**config.mk**
```make
export PLATFORM = sky130hd
export DESIGN_NAME = snake_move_scheduler
export DESIGN_NICKNAME = d
export VERILOG_FILES = /design/src/rtl/snake_pkg.sv /design/src/rtl/btn_edge_sync.sv /design/src/rtl/snake_move_scheduler.sv
export SDC_FILE = /design/constraint.sdc
export NUM_CORES = 1
export LEC_CHECK = 0
export BUFFER_PORTS_ARGS = -buffer_cell sky130_fd_sc_hd__buf_2
export CAP_MARGIN = 10
export CORE_MARGIN = 1.5
export CORE_UTILIZATION = 35
export DETAILED_ROUTE_END_ITERATION = 7
export SKIP_CTS_REPAIR_TIMING = 1
export SLEW_MARGIN = 20
export SYNTH_ARGS = -nofsm -noshare
export SYNTH_HDL_FRONTEND = slang
export SYNTH_SLANG_ARGS = --single-unit
```
**constraint.sdc**
```tcl
create_clock -name clk -period 3.25 [get_ports clk]
set_input_delay 0.8125 -clock clk [delete_from_list [all_inputs] [get_ports clk]]
set_output_delay 0.8125 -clock clk [all_outputs]
set_load 0.05 [all_outputs]
```
**src/rtl/snake_pkg.sv**
```systemverilog
// Shared direction codes, game FSM encoding and helpers for the snake move scheduler.
package snake_pkg;

  localparam int unsigned DIR_W   = 2;
  localparam int unsigned NUM_BTN = 4;

  localparam logic [DIR_W-1:0] DIR_UP    = 2'b00;
  localparam logic [DIR_W-1:0] DIR_LEFT  = 2'b01;
  localparam logic [DIR_W-1:0] DIR_RIGHT = 2'b10;
  localparam logic [DIR_W-1:0] DIR_DOWN  = 2'b11;

  typedef enum logic [1:0] {
    ST_IDLE  = 2'b00,
    ST_RUN   = 2'b01,
    ST_PAUSE = 2'b10
  } state_t;

  // Direction codes are chosen so that the reverse of a heading is its bitwise complement.
  function automatic logic [DIR_W-1:0] opposite(input logic [DIR_W-1:0] d);
    return ~d;
  endfunction

endpackage

```
**src/rtl/btn_edge_sync.sv**
```systemverilog
// Synchronises the four active-low buttons and flags each 1->0 transition for one cycle.
module btn_edge_sync
  import snake_pkg::*;
#(
  parameter int unsigned SYNC_STAGES = 2
) (
  input  logic               clk,
  input  logic               rst_n,
  input  logic [NUM_BTN-1:0] btn_n,
  output logic [NUM_BTN-1:0] fall_c
);

  logic [NUM_BTN-1:0] sync_q [SYNC_STAGES];
  logic [NUM_BTN-1:0] prev_q;

  // Released buttons read high, so all flops reset to 1 to avoid a false press after reset.
  always_ff @(posedge clk or negedge rst_n) begin
    if (!rst_n) begin
      for (int unsigned i = 0; i < SYNC_STAGES; i++) begin
        sync_q[i] <= '1;
      end
      prev_q <= '1;
    end else begin
      sync_q[0] <= btn_n;
      for (int unsigned i = 1; i < SYNC_STAGES; i++) begin
        sync_q[i] <= sync_q[i-1];
      end
      prev_q <= sync_q[SYNC_STAGES-1];
    end
  end

  assign fall_c = prev_q & ~sync_q[SYNC_STAGES-1];

endmodule

```
**src/rtl/snake_move_scheduler.sv**
```systemverilog
// Game FSM, move-tick generator and validated turn queue for the snake head.
// Define TURN_QUEUE_EN for a DEPTH-entry turn FIFO; otherwise a single overwriting pending turn is kept.
module snake_move_scheduler
  import snake_pkg::*;
#(
  parameter int unsigned TICK_BASE   = 25_000_000,
  parameter int unsigned DEPTH       = 4,
  parameter int unsigned SYNC_STAGES = 2
) (
  input  logic                         clk,
  input  logic                         rst_n,
  input  logic [NUM_BTN-1:0]           btn_n,
  input  logic                         start,
  input  logic                         pause,
  input  logic                         game_over,
  input  logic [1:0]                   speed_sel,
  output logic [DIR_W-1:0]             direction,
  output logic                         move_tick,
  output logic                         running,
  output logic [$clog2(DEPTH+1)-1:0]   q_count,
  output logic                         drop_pulse
);

  localparam int unsigned CNT_W  = $clog2(DEPTH + 1);
  localparam int unsigned TICK_W = $clog2(TICK_BASE + 1);

  state_t             state_q;
  state_t             state_d;
  logic               enter_run_c;
  logic               clear_c;
  logic [NUM_BTN-1:0] fall_c;
  logic [TICK_W-1:0]  cnt_q;
  logic [31:0]        period_c;
  logic               tick_hit_c;
  logic               tick_go_c;
  logic               evt_valid_c;
  logic [DIR_W-1:0]   evt_dir_c;
  logic               take_c;
  logic               reject_c;
  logic               push_c;
  logic               pop_c;
  logic [DIR_W-1:0]   head_c;

  btn_edge_sync #(
    .SYNC_STAGES(SYNC_STAGES)
  ) u_btn_edge_sync (
    .clk    (clk),
    .rst_n  (rst_n),
    .btn_n  (btn_n),
    .fall_c (fall_c)
  );

  always_ff @(posedge clk or negedge rst_n) begin
    if (!rst_n) begin
      state_q <= ST_IDLE;
    end else begin
      state_q <= state_d;
    end
  end

  // game_over outranks pause, pause outranks start.
  always_comb begin
    state_d     = state_q;
    enter_run_c = 1'b0;
    case (state_q)
      ST_IDLE: begin
        if (start && !pause && !game_over) begin
          state_d     = ST_RUN;
          enter_run_c = 1'b1;
        end
      end
      ST_RUN: begin
        if (game_over) begin
          state_d = ST_IDLE;
        end else if (pause) begin
          state_d = ST_PAUSE;
        end
      end
      ST_PAUSE: begin
        if (game_over) begin
          state_d = ST_IDLE;
        end else if (pause) begin
          state_d = ST_RUN;
        end
      end
      default: state_d = ST_IDLE;
    endcase
  end

  assign clear_c = enter_run_c || (game_over && (state_q != ST_IDLE));

  // Move period with a floor of 2; >= lets a shorter period take effect on the spot.
  always_comb begin
    period_c = TICK_BASE >> speed_sel;
    if (period_c < 32'd2) begin
      period_c = 32'd2;
    end
  end

  assign tick_hit_c = (state_q == ST_RUN) && (32'(cnt_q) >= (period_c - 32'd1));
  assign tick_go_c  = tick_hit_c && !game_over;

  always_ff @(posedge clk or negedge rst_n) begin
    if (!rst_n) begin
      cnt_q <= '0;
    end else if ((state_q == ST_RUN) && !game_over && !tick_hit_c) begin
      cnt_q <= cnt_q + TICK_W'(1);
    end else if (state_q != ST_PAUSE) begin
      cnt_q <= '0;
    end
  end

  // Bit index equals direction code, so priority up>left>right>down is lowest-bit-first.
  always_comb begin
    evt_valid_c = |fall_c;
    evt_dir_c   = DIR_UP;
    if (fall_c[0]) begin
      evt_dir_c = DIR_UP;
    end else if (fall_c[1]) begin
      evt_dir_c = DIR_LEFT;
    end else if (fall_c[2]) begin
      evt_dir_c = DIR_RIGHT;
    end else if (fall_c[3]) begin
      evt_dir_c = DIR_DOWN;
    end
  end

  assign take_c = evt_valid_c && (state_q == ST_RUN) && !game_over;
  assign pop_c  = tick_go_c && (q_count != '0);
  assign push_c = take_c && !reject_c;

`ifdef TURN_QUEUE_EN
  localparam int unsigned PTR_W = (DEPTH > 1) ? $clog2(DEPTH) : 1;

  logic [DIR_W-1:0] mem_q [DEPTH];
  logic [PTR_W-1:0] wr_ptr_q;
  logic [PTR_W-1:0] rd_ptr_q;
  logic [DIR_W-1:0] ref_c;
  logic             full_c;

  // Turns are checked against the newest queued turn so a chain of turns stays legal.
  always_comb begin
    ref_c    = (q_count != '0) ? mem_q[wr_ptr_q - PTR_W'(1)] : direction;
    full_c   = (q_count == CNT_W'(DEPTH));
    reject_c = take_c && ((evt_dir_c == ref_c) || (evt_dir_c == opposite(ref_c)) || full_c);
    head_c   = mem_q[rd_ptr_q];
  end

  always_ff @(posedge clk or negedge rst_n) begin
    if (!rst_n) begin
      for (int unsigned i = 0; i < DEPTH; i++) begin
        mem_q[i] <= DIR_UP;
      end
      wr_ptr_q <= '0;
      rd_ptr_q <= '0;
      q_count  <= '0;
    end else if (clear_c) begin
      wr_ptr_q <= '0;
      rd_ptr_q <= '0;
      q_count  <= '0;
    end else begin
      if (push_c) begin
        mem_q[wr_ptr_q] <= evt_dir_c;
        wr_ptr_q        <= wr_ptr_q + PTR_W'(1);
      end
      if (pop_c) begin
        rd_ptr_q <= rd_ptr_q + PTR_W'(1);
      end
      if (push_c && !pop_c) begin
        q_count <= q_count + CNT_W'(1);
      end else if (pop_c && !push_c) begin
        q_count <= q_count - CNT_W'(1);
      end
    end
  end
`else
  logic [DIR_W-1:0] pend_q;

  // A newer legal press simply replaces the pending one; only the current heading matters.
  always_comb begin
    reject_c = take_c && ((evt_dir_c == direction) || (evt_dir_c == opposite(direction)));
    head_c   = pend_q;
  end

  always_ff @(posedge clk or negedge rst_n) begin
    if (!rst_n) begin
      pend_q  <= DIR_UP;
      q_count <= '0;
    end else if (clear_c) begin
      q_count <= '0;
    end else if (push_c) begin
      pend_q  <= evt_dir_c;
      q_count <= CNT_W'(1);
    end else if (pop_c) begin
      q_count <= '0;
    end
  end
`endif

  // Direction updates on the same edge that raises move_tick.
  always_ff @(posedge clk or negedge rst_n) begin
    if (!rst_n) begin
      direction  <= DIR_DOWN;
      move_tick  <= 1'b0;
      running    <= 1'b0;
      drop_pulse <= 1'b0;
    end else begin
      move_tick  <= tick_go_c;
      running    <= (state_d == ST_RUN);
      drop_pulse <= reject_c;
      if (enter_run_c) begin
        direction <= DIR_DOWN;
      end else if (pop_c) begin
        direction <= head_c;
      end
    end
  end

endmodule

```
# --- Word level (Yosys, flattened, before mapping) ---
# Index checks and enable logic that the tools add are counted.
word_totals:
  word_cells: 72
  inputBits: 11
  out_inout_bits: 8
  regBits: 49
op_classes:
  reduce_logical: 26
  order_cmp: 2
  addsub: 2
  n_mux: 20
  bitwise_logic: 4
  shift: 1
  eq_ne: 6
ops:
  columns: ["operator", "n"]
  rows:
  - ["$mux 25", 2]
  - ["$ge 25x32->1", 1]
  - ["$lt 32x2->1 const B", 1]
  - ["$mux 32", 1]
  - ["$shr 25x2->32 const A", 1]
  - ["$sub 32x1->32 const B", 1]
  - ["$add 25x1->25 const B", 1]
  - ["$mux 2", 11]
  - ["$logic_and 1x1->1", 12]
  - ["$mux 3", 3]
  - ["$pmux 2 s3", 1]
  - ["$reduce_bool 2->1", 3]
  - ["$reduce_bool 3->1", 2]
  - ["$and 4x4->4", 1]
  - ["$eq 2x1->1 const B", 2]
  - ["$eq 2x2->1", 2]
  - ["$logic_not 1->1", 4]
  - ["$not 4->4", 1]
  - ["$reduce_or 4->1", 1]
  - ["$eq 2x2->1 const B", 1]
  - ["$logic_not 2->1", 1]
  - ["$logic_or 1x1->1", 2]
  - ["$mux 1", 2]
  - ["$ne 2x2->1 const B", 1]
  - ["other kinds (3)", 3]

# --- Longest topological paths before layout ---
# Gate-level depths: netlist of run 1.
depth:
  depth_word: 13
  mapped_depth: 11
  ltp_nobuf: 10

# --- By module ---
# From an unflattened synthesis of run 1, not the netlist that was laid out.
hier_totals:
  hier_cells: 258
  area_unflattened_um2: 2566.2
modules_own_cells:
  columns: ["module", "area_each_um2", "cells_each", "seq_area_each_um2", "instances"]
  rows:
  - ["snake_move_scheduler", 2195.9, 242, 878.3, 1]
  - ["btn_edge_sync", 370.4, 16, 315.3, 1]

# --- Least setup slack after synthesis of run 1 ---
# Ideal clock, no wire load.
synth_timing:
  kind: "in2reg"
  start: "input speed_sel[1]"
  end: "register direction[1]"
  path_buffers: 1
  required_ns: 3.166
  path_slack_ns: 0.314
  arrival_time_ns: 2.852
  stages: 11
  setup_ns: 0.084
  cell_sequence: "inv_1 -> nor2_1 -> inv_1 -> ha_1 -> nand2_1 -> or4_1 -> a311oi_2 -> nor3_2 -> buf_6 -> o21a_1 -> a311o_1"
synth_via:
  elab_chain_len: 9
synth_lines:
  columns: ["element", "line", "source"]
  rows:
  - ["from (decl)", "snake_move_scheduler.sv:16", "input logic [1:0] speed_sel,"]
  - ["$shr 25x2->32 *", "snake_move_scheduler.sv:94", "period_c = TICK_BASE >> speed_sel;"]
  - ["$lt 32x2->1", "snake_move_scheduler.sv:95", "if (period_c < 32'd2) begin"]
  - ["$mux 32 *", "snake_move_scheduler.sv:95", null]
  - ["$sub 32x1->32 *", "snake_move_scheduler.sv:100", "assign tick_hit_c = (state_q == ST_RUN) && (32'(cnt_q) >= (period_c - 32'd1));"]
  - ["$ge 25x32->1 *", "snake_move_scheduler.sv:100", null]
  - ["$logic_and 1x1->1 *", "snake_move_scheduler.sv:100", null]
  - ["$logic_and 1x1->1 *", "snake_move_scheduler.sv:101", "assign tick_go_c = tick_hit_c && !game_over;"]
  - ["$logic_and 1x1->1 *", "snake_move_scheduler.sv:129", "assign pop_c = tick_go_c && (q_count != '0);"]
  - ["$reduce_bool 2->1 (no line) *", null, null]
  - ["to (signal assigned)", "snake_move_scheduler.sv:203", "direction <= DIR_DOWN;"]
  - ["to (signal assigned)", "snake_move_scheduler.sv:212", "direction <= DIR_DOWN;"]
  - ["to (signal assigned)", "snake_move_scheduler.sv:214", "direction <= head_c;"]
  - ["to (decl)", "snake_move_scheduler.sv:17", "output logic [DIR_W-1:0] direction,"]
# Every way passes the cells marked *; elsewhere a longest branch is shown, timed or not.
# A chain may end at the register's enable or synchronous reset.

# --- Final worst setup path of run 1 ---
layout_timing:
  start: "input speed_sel[1]"
  end: "register direction[1]"
layout_via:
  elab_chain_len: 9
layout_lines:
  columns: ["element", "line", "source"]
  rows:
  - ["$shr 25x2->32 *", "snake_move_scheduler.sv:94", null]
  - ["$lt 32x2->1", "snake_move_scheduler.sv:95", null]
  - ["$mux 32 *", "snake_move_scheduler.sv:95", null]
  - ["$sub 32x1->32 *", "snake_move_scheduler.sv:100", null]
  - ["$ge 25x32->1 *", "snake_move_scheduler.sv:100", null]
  - ["$logic_and 1x1->1 *", "snake_move_scheduler.sv:100", null]
  - ["$logic_and 1x1->1 *", "snake_move_scheduler.sv:101", null]
  - ["via tick_go_c", "snake_move_scheduler.sv:35", "logic tick_go_c;"]
  - ["$logic_and 1x1->1 *", "snake_move_scheduler.sv:129", null]
  - ["$reduce_bool 2->1 (no line) *", null, null]
# The timed path passes the listed nets; every way through them passes the cells marked *.

==> metrics.cfg, run 1 <==
[run_status]
status=finished clean

[sta]
clock.fmax_mhz=350.3
hold_viol=0
drv_slew=0
fin_crit_ns=2.855
setup_violations=0
fin_crit_sh_pct=87.84
worst_clock_skew_ns=0.008485
rsz0062_at_grt=no
tightest_slew_ns=0.7995
relSlewSlack_pct=46.59
tns_ns=0

[synthesis]
synth-xor-area-share_pct=6.431
ys_warn_count=0
syn_area_per_cell_um2=9.548
ys_dominant_reg_cell=dfrtp_1
synth_area_um2=2587
synth-compound-area-share_pct=12.62
ys_seq_area_share_pct=46.13
yosys.area_share.simple_pct=20.26
synthAdderAreaFrac_pct=10.64
synthMuxAreaShare_pct=0.3868
async_flop_share_pct=100.0
synth_cells=271
synth_top_family_by_area=simple AND/OR/NAND/NOR gates
ys_ff_latch=47
ys_types=43
synth_edf_count=0

[route]
drt_wl_total_um=4956
firstDrtPassIters=4
drt-initial-drc-count=66
post_drt_wl_per_cell_um=12.55
via_per_inst=4.906
vias=1938
ant_nets=0
drc=0

[floorplanning]
die_x_um=88.98
row_count=31
io-pin-count=19
start_util_pct=35.87
fp.dieH_um=88.98
die_area_um2=7917
coreArea_um2=7214

[finish]
nets=328
final_common_cell=nor2_1
synthToLayoutAreaGrowth_pct=12.23
fin_cells=395
diodes=0
drive_above_1_share_pct=15.20
fin_area_um2=2904
final_cell_mix=35 x nor2_1, 33 x dfrtp_1, 26 x nand2_1
fillCellCount=740

[critical_path]
crit_family=compound AO/OA/AOI/OAI gates
worstPathMaxFanout=8
worstPathCellList=buf_2 > inv_1 > nand2_1 > ha_1 > a21oi_1 > o21ai_0 > a221o_1 > nor3_2 > nor2_1 > a311o_1
end_kind=flop
crit_slowest_cell=nor3_2
crit_type=in -> reg
crit_arrival_ns=3.10
start_kind=input port
path_buf_inv=2
cp.required_ns=3.49
slowest_delay_ns=0.45

[placed_design]
placed_area_um2=2806
dp_cells=387
hpwlAfterDp_um=3757
numPortBuffers=16
gp_congestion=0.8567

[global_routing]
grt_pass1_vias=1824
track_usage_pct=13.38
grt_pass1_wl_um=8190
antenna_found_initial=0
grt_max_degree=48
overflow=0

[power]
ir_drop_v=0.0002649
powerDensity_nw_per_um2=371.6
leakagePower_nw=1.270
total_power_mw=1.079

[clock_network]
clockBufferDepth=2
clock-sinks=47
clock-root-buffer=clkbuf_8
htree_levels=2
clkLatencyLatePin_ns=0.31
tritoncts=built
clkTransAtPathRegs_ns=0.09
cts-buffers-inserted=5

[worst_hold_path]
min_path_type=reg -> reg

[run]
max_cap_violations=0

==> metrics by stage <==
step	util [%]	hold slack, ns	setup WS, ns
detailed placement	38.90	0.3472	0.05523
floorplan	-	0.3452	0.3142
finish	40.25	0.3586	0.3951
CTS	40.22	0.3607	0.3839
global placement	38.90	0.3465	0.1523
global route	40.25	0.3607	0.1976
==> power breakdown <==
group | internal (mW) | switching, mW
sequential | 0.604 | 0.00940
clock | 0.158 | 0.210
combinational | 0.0303 | 0.0676
total | 0.792 | 0.287
==> registers in the layout (all words and copies together), names as in the netlist <==
name                    flops
direction                   2
running                     1
move_tick                   1
head_c                      2
drop_pulse                  1
q_count                     1
cnt_q                      25
state_q                     2
u_btn_edge_sync.prev_q      4
u_btn_edge_sync.sync_q      8
==> kinds of logic (layout without fill, tap and decap cells) <==
logic type               count (synthesis)  count (layout)
AO/OA/AOI/OAI                           50              50
buffers and inverters                   19              40
AND/OR/NAND/NOR                        112             112
XOR/XNOR                                19              19
flip-flops                              47              47
multiplexers                             1               1
other                                    1               5
adder cells (fa/ha/maj)                 22              22
==> cell usage after synthesis (2+ instances only) <==
cell type / instances / area share, %
nand3_1: 18 / 3.5
nand2b_1: 4 / 0.97
o21a_1: 4 / 1.2
and3_1: 6 / 1.5
o22ai_1: 3 / 0.73
a21oi_1: 13 / 2.5
a31oi_1: 4 / 0.97
o21ai_0: 12 / 2.3
ha_1: 22 / 11
nor4_1: 4 / 0.97
xnor2_1: 6 / 2.0
a311o_1: 2 / 0.77
dfstp_2: 14 / 14
nand2_1: 26 / 3.8
clkbuf_1: 3 / 0.44
inv_1: 12 / 1.7
nor2b_1: 3 / 0.73
dfrtp_1: 33 / 32
buf_4: 2 / 0.58
xor2_1: 13 / 4.4
and2_1: 2 / 0.48
nor3_1: 5 / 0.97
nor2_1: 35 / 5.1
nand4_1: 6 / 1.5
==> cell type report <==
| type | count | area, µm² | area share (%) |
|---|---|---|---|
| multi-input cells | 209 | 1321 | 45.50 |
| clock buffers | 5 | 68.82 | 2.370 |
| inverters | 12 | 45.04 | 1.551 |
| repair buffers | 20 | 125.1 | 4.308 |
| well taps | 99 | 123.9 | 4.265 |
| clock inverters | 3 | 26.28 | 0.9048 |
| flip-flops and latches | 47 | 1194 | 41.10 |
==> layer usage <==
metal / global-route usage, % / routed length, µm / vias up
li1: - / - / 993
met1: 17.18 / 2378 / 918
met2: 22.38 / 2388 / 22
met3: 3.232 / 148 / 5
met4: 4.196 / 40 / 0
met5: 0 / 0 / -
==> final timing paths <==
kind,slack (ns),endpoint,cells after the start,from
max,0.40,direction[1],10,speed_sel[1]
min,0.36,u_btn_edge_sync.sync_q[0],0,u_btn_edge_sync.sync_q[4]
max reg2reg,0.77,direction[1],7,cnt_q[14]
min reg2reg,0.36,u_btn_edge_sync.sync_q[0],0,u_btn_edge_sync.sync_q[4]
max in group asynchronous,2.36,u_btn_edge_sync.sync_q[4],1,rst_n
min in group asynchronous,0.49,cnt_q[21],1,rst_n
==> worst reg2reg max path: stages (launching register included) <==
cell and delay (ns):
dfrtp_1 0.46, ha_1 0.34, nand4_1 0.13, or4_1 0.55, a311oi_2 0.28, nor3_2 0.15
o21a_1 0.21, a311o_1 0.31
Note: power is estimated with default switching activity, not from simulation.
==> inputs of run 2 (changes only) <==
ABC_AREA = 1   (was default)
==> metrics.cfg, run 2 <==
[placed_design]
place_ws_ns=0.3412  ; +0.2859 ns
gp_congestion=0.8406  ; -1.9%
hpwlAfterDp_um=4706  ; +25%
numPortBuffers=16  ; unchanged

[sta]
setup_violations=0  ; unchanged
relSlewSlack_pct=58.23  ; +12 points
tns_ns=0  ; unchanged
clock.fmax_mhz=389.9  ; +11%
tightest_slew_ns=0.6259  ; -0.1737 ns
fin_crit_ns=2.565  ; -0.2899 ns
worst_clock_skew_ns=0.01027  ; +0.001786 ns
fin_crit_sh_pct=78.93  ; -8.9 points
finalWorstSetupSlack_ns=0.6849  ; +0.2899 ns
hold_viol=0  ; unchanged
rsz0062_at_grt=no
drv_slew=0  ; unchanged

[global_routing]
grt_pass1_vias=2327  ; +28%
track_usage_pct=15.51  ; +2.1 points
overflow=0  ; unchanged
antenna_found_initial=0  ; unchanged
grt_max_degree=48  ; unchanged
grt_pass1_wl_um=10770  ; +32%

[synthesis]
synth_edf_count=0  ; unchanged
synth_cells=361  ; +33%
ys_types=37  ; -14%
synth.largest_area_cell=dfrtp_1
ys_top_cells_by_area=dfrtp_1 28%, dfstp_2 12%, nand2_1 12%
ys_seq_area_share_pct=40.05  ; -6.1 points
ys_warn_count=0  ; unchanged
async_flop_share_pct=100.0  ; unchanged
synth_area_um2=2980  ; +15%
ys_dominant_reg_cell=dfrtp_1
synthTopCellsByCount=96 x nand2_1, 37 x inv_1, 34 x nor2_1
synth_most_common_cell=nand2_1
ys_ff_latch=47  ; unchanged
yosys.area.top_type_share_pct=27.71  ; -4.2 points
syn_area_per_cell_um2=8.256  ; -14%

[critical_path]
crit_type=in -> reg
worstPathMaxFanout=23  ; +15
end_kind=flop
cp.required_ns=3.47  ; -0.02 ns
start_kind=input port
timing.rr.start=cnt_q[23]
crit_arrival_ns=2.79  ; -0.31 ns
worstReg2RegEnd=cnt_q[9]
r2r_slack_ns=1.11  ; +0.34 ns
reg2reg_depth=9  ; +2

[power]
ir_drop_v=0.0002327  ; -12%
total_power_mw=1.109  ; +2.8%
powerDensity_nw_per_um2=339.9  ; -8.5%
leakagePower_nw=1.553  ; +22%

[floorplanning]
start_util_pct=36.27  ; +0.41 points
coreArea_um2=8217  ; +14%
row_count=33  ; +6.5%
io-pin-count=19  ; unchanged
die_area_um2=9078  ; +15%
fp.dieH_um=95.28  ; +7.1%
die_x_um=95.28  ; +7.1%

[finish]
regMostFlops=cnt_q
nets=415  ; +27%
diodes=0  ; unchanged
top_regs=cnt_q: 25 flops, u_btn_edge_sync.sync_q: 8 flops, u_btn_edge_sync.prev_q: 4 flops
fillCellCount=829  ; +12%
final_core_util_pct=39.71  ; -0.54 points
largest_reg_flops=25  ; unchanged
final_cell_mix=96 x nand2_1, 37 x inv_1, 34 x nor2_1
final_common_cell=nand2_1
drive_above_1_share_pct=18.54  ; +3.3 points
synthToLayoutAreaGrowth_pct=9.488

[route]
ant_nets=0  ; unchanged
drc=0  ; unchanged
drt_wl_total_um=6175  ; +25%
vias=2346  ; +21%
via_per_inst=4.807  ; -2.0%
drt-initial-drc-count=133  ; +100%
post_drt_wl_per_cell_um=12.65  ; +0.85%
firstDrtPassIters=4  ; unchanged

[clock_network]
htree_levels=2  ; unchanged
clock-root-buffer=clkbuf_8
clkTransAtPathRegs_ns=0.09  ; about the same
cts-buffers-inserted=5  ; unchanged
clock-sinks=47  ; unchanged
clockBufferDepth=2  ; unchanged
tritoncts=built
clkLatencyLatePin_ns=0.30  ; about the same

[worst_hold_path]
min_from=u_btn_edge_sync.sync_q[4]
min_path_type=reg -> reg
whs_path_depth=0  ; unchanged
min_to=u_btn_edge_sync.sync_q[0]

[run_status]
status=finished clean

[run]
max_cap_violations=0  ; unchanged

## run 2: cell types whose count changed after synthesis, moves of 5 or more
cell / delta
nand2_1: +70
inv_1: +25
o21ai_2: +15
o21ai_0: -8
a21oi_1: -7
and3_1: -6
xor2_1: +5
## run 2: cell families after synthesis
| family | synth area share [%] |
|---|---|
| buffers and inverters | 6.801 |
| DFF | 40.05 |
| adders and majority gates | 9.236 |
| AOI/OAI and AO/OA | 10.20 |
| other | 0.1258 |
| and+or+nand+nor | 26.53 |
| xor gates and xnor gates | 7.053 |
## run 2: layer usage
metal / share of wire [%] / GRT usage [%] / up-vias
li1: - / - / 1201
met2: 47 / 26.42 / 35
met1: 49 / 20.35 / 1102
met5: 0 / 0 / -
met4: 1.4 / 4.229 / 0
met3: 2.3 / 2.392 / 8
## run 2: report_power, final
part | internal, mW | switching [mW] | total, mW
registers | 0.614 | 0.0136 | 0.627
logic | 0.0306 | 0.0826 | 0.113
clock network | 0.155 | 0.214 | 0.368
## run 2: final cells by class
cell class / instances / area (µm²) / area share, %
Clock buffer: 5 / 68.82 / 2.109
Clock inverter: 3 / 22.52 / 0.6902
Inverter: 40 / 150.1 / 4.601
Multi-Input combinational cell: 270 / 1599 / 49.00
Sequential cell: 47 / 1194 / 36.58
Tap cell: 105 / 131.4 / 4.026
Timing Repair Buffer: 18 / 97.59 / 2.991
## run 2: critical path, stage by stage
cell,delay (ns)
buf_2,0.14
inv_1,0.07
nor2_1,0.15
inv_1,0.06
ha_1,0.30
a21o_1,0.18
nor2_1,0.09
nand2_1,0.06
a21oi_1,0.22
nand3_4,0.14
inv_2,0.11
nand2_4,0.22
o21ai_1,0.22
## run 2: stage by stage
stage	instance area, µm²	hold slack [ns]	instances
after CTS	3261	0.3607	488
final	3263	0.3594	488
after detailed placement	3169	0.3468	480
after floorplan	2995	0.3452	365
after global routing	3263	0.3653	488
after global placement	3169	0.3455	480
## run 2: how the worst max path moves through the flow
stage | startpoint | endpoint | slack [ns] | cells past startpoint
global route | speed_sel[0] | cnt_q[9] | 0.45 | 13
global placement | speed_sel[0] | cnt_q[6] | 0.42 | 13
floorplan | speed_sel[0] | cnt_q[10] | 0.86 | 13
detailed placement | speed_sel[0] | cnt_q[9] | 0.34 | 13
CTS | speed_sel[0] | cnt_q[9] | 0.66 | 13
finish | speed_sel[0] | cnt_q[9] | 0.68 | 13
==> inputs of run 3 (changes only) <==
clock period = 2.5 ns   (was 3.25 ns; I/O delays follow)
==> metrics.cfg, run 3 (synthesized netlist as in run 2, its figures left out) <==
[run_status]
status=finished clean

[floorplanning]
die_x_um=95.28  ; unchanged
start_util_pct=36.27  ; unchanged
die_area_um2=9078  ; unchanged
coreArea_um2=8217  ; unchanged
row_count=33  ; unchanged
io-pin-count=19  ; unchanged
fp.dieH_um=95.28  ; unchanged

[finish]
fillCellCount=832  ; +0.36%
synthToLayoutAreaGrowth_pct=13.01
regMostFlops=cnt_q
fin_cells=499  ; +2.3%
diodes=0  ; unchanged
fin_area_um2=3368  ; +3.2%
final_common_cell=nand2_1
nets=426  ; +2.7%
top_regs=cnt_q: 25 flops, u_btn_edge_sync.sync_q: 8 flops, u_btn_edge_sync.prev_q: 4 flops
final_cell_mix=96 x nand2_1, 37 x inv_1, 34 x nor2_1
largest_reg_flops=25  ; unchanged
drive_above_1_share_pct=20.56  ; +2.0 points

[sta]
fin_crit_sh_pct=87.58
tns_ns=0  ; unchanged
hold_viol=0  ; unchanged
relSlewSlack_pct=56.80  ; -1.4 points
tightest_slew_ns=0.6421  ; +0.01628 ns
setup_violations=0  ; unchanged
holdWs_ns=0.3571  ; -0.002300 ns
rsz0062_at_grt=no
clock.fmax_mhz=456.7
drv_slew=0  ; unchanged
fin_crit_ns=2.190
worst_clock_skew_ns=0.006952  ; -0.003319 ns

[clock_network]
tritoncts=built
clkTransAtPathRegs_ns=0.08  ; about the same
clockBufferDepth=2  ; unchanged
cts-buffers-inserted=5  ; unchanged
clkLatencyLatePin_ns=0.30  ; about the same
clock-sinks=47  ; unchanged
clock-root-buffer=clkbuf_8
htree_levels=2  ; unchanged

[critical_path]
crit_type=in -> reg
crit_arrival_ns=2.42  ; -0.37 ns
worstPathMaxFanout=6  ; -74%
critPathLaunch=speed_sel[0]
start_kind=input port
cp.required_ns=2.73  ; -0.74 ns
timing.rr.start=cnt_q[23]
end_kind=flop

[placed_design]
placed_area_um2=3277  ; +3.4%
hpwlAfterDp_um=4987  ; +6.0%
gp_congestion=0.8528  ; +1.5%
numPortBuffers=16  ; unchanged
dp_cells=491  ; +2.3%

[power]
powerDensity_nw_per_um2=429.7  ; +26%
ir_drop_v=0.0002587  ; +11%
total_power_mw=1.447  ; +31%
leakagePower_nw=1.619  ; +4.3%

[route]
via_per_inst=4.820  ; +0.26%
drc=0  ; unchanged
vias=2405  ; +2.5%
drt-initial-drc-count=80  ; -40%
ant_nets=0  ; unchanged
firstDrtPassIters=4  ; unchanged
post_drt_wl_per_cell_um=12.67  ; +0.14%
drt_wl_total_um=6323  ; +2.4%

[global_routing]
grt_max_degree=48  ; unchanged
antenna_found_initial=0  ; unchanged
overflow=0  ; unchanged
grt_pass1_vias=2413  ; +3.7%
grt_pass1_wl_um=11180  ; +3.8%
track_usage_pct=16.12  ; +0.62 points

[worst_hold_path]
min_from=u_btn_edge_sync.sync_q[6]
min_path_type=reg -> reg

[run]
max_cap_violations=0  ; unchanged

-- run 3: cell count changes in the layout (fill, tap and decap cells not counted), sizes merged --
cell,before,now
clkinvlp,1,0
clkinv,0,1
inv,42,40
clkbuf,5,7
buf,18,29
-- run 3: final timing paths --
| kind | endpoint | slack (ns) | depth (start not counted) |
|---|---|---|---|
| hold reg to reg | u_btn_edge_sync.sync_q[2] | 0.36 | 0 |
| setup reg to reg | cnt_q[14] | 0.52 | 10 |
| setup / recovery | cnt_q[14] | 0.31 | 14 |
| max in group asynchronous | u_btn_edge_sync.prev_q[3] | 1.70 | 2 |
| min in group asynchronous | move_tick | 0.40 | 2 |
| hold / removal | u_btn_edge_sync.sync_q[2] | 0.36 | 0 |
-- run 3: metal layers --
layer	vias to the layer above	track usage (%)	part of all wire (%)
met1	1120	20.80	48
met5	-	0	0
li1	1221	-	-
met3	12	2.871	4.3
met2	52	26.89	46
met4	0	5.846	2.2
-- run 3: layout make-up --
cell class	count	area [µm²]	area share (%)
clock buffer	7	86.33	2.563
sequential	47	1194	35.44
tap	105	131.4	3.900
multi-input combinational	270	1599	47.47
inverter	40	150.1	4.458
clock inverter	1	5.005	0.1486
timing repair buffer	29	202.7	6.018
-- run 3: where the power goes --
| part | internal [mW] | total (mW) | leakage (nW) | switching, mW |
|---|---|---|---|---|
| Combinational | 0.0512 | 0.161 | 0.966 | 0.110 |
| Sequential | 0.798 | 0.816 | 0.605 | 0.0185 |
| Clock | 0.223 | 0.470 | 0.0482 | 0.247 |
| Total | 1.07 | 1.45 | 1.62 | 0.375 |
-- run 3: critical path, stage by stage --
cell     delay [ns]
buf_2          0.12
inv_1          0.06
nor2_1         0.13
inv_1          0.07
ha_1           0.31
a21o_1         0.19
nor2_1         0.09
nand2_1        0.05
a21oi_1        0.22
nand3_4        0.10
inv_2          0.09
nand2_4        0.07
buf_4          0.18
o21ai_2        0.11
-- run 3: stage by stage --
stage	util [%]	setup slack (ns)
after global routing	40.99	0.1329
final	40.99	0.3104
after floorplan	-	0.2936
after detailed placement	39.88	0.01199
after CTS	40.99	0.3097
after global placement	39.88	0.09583
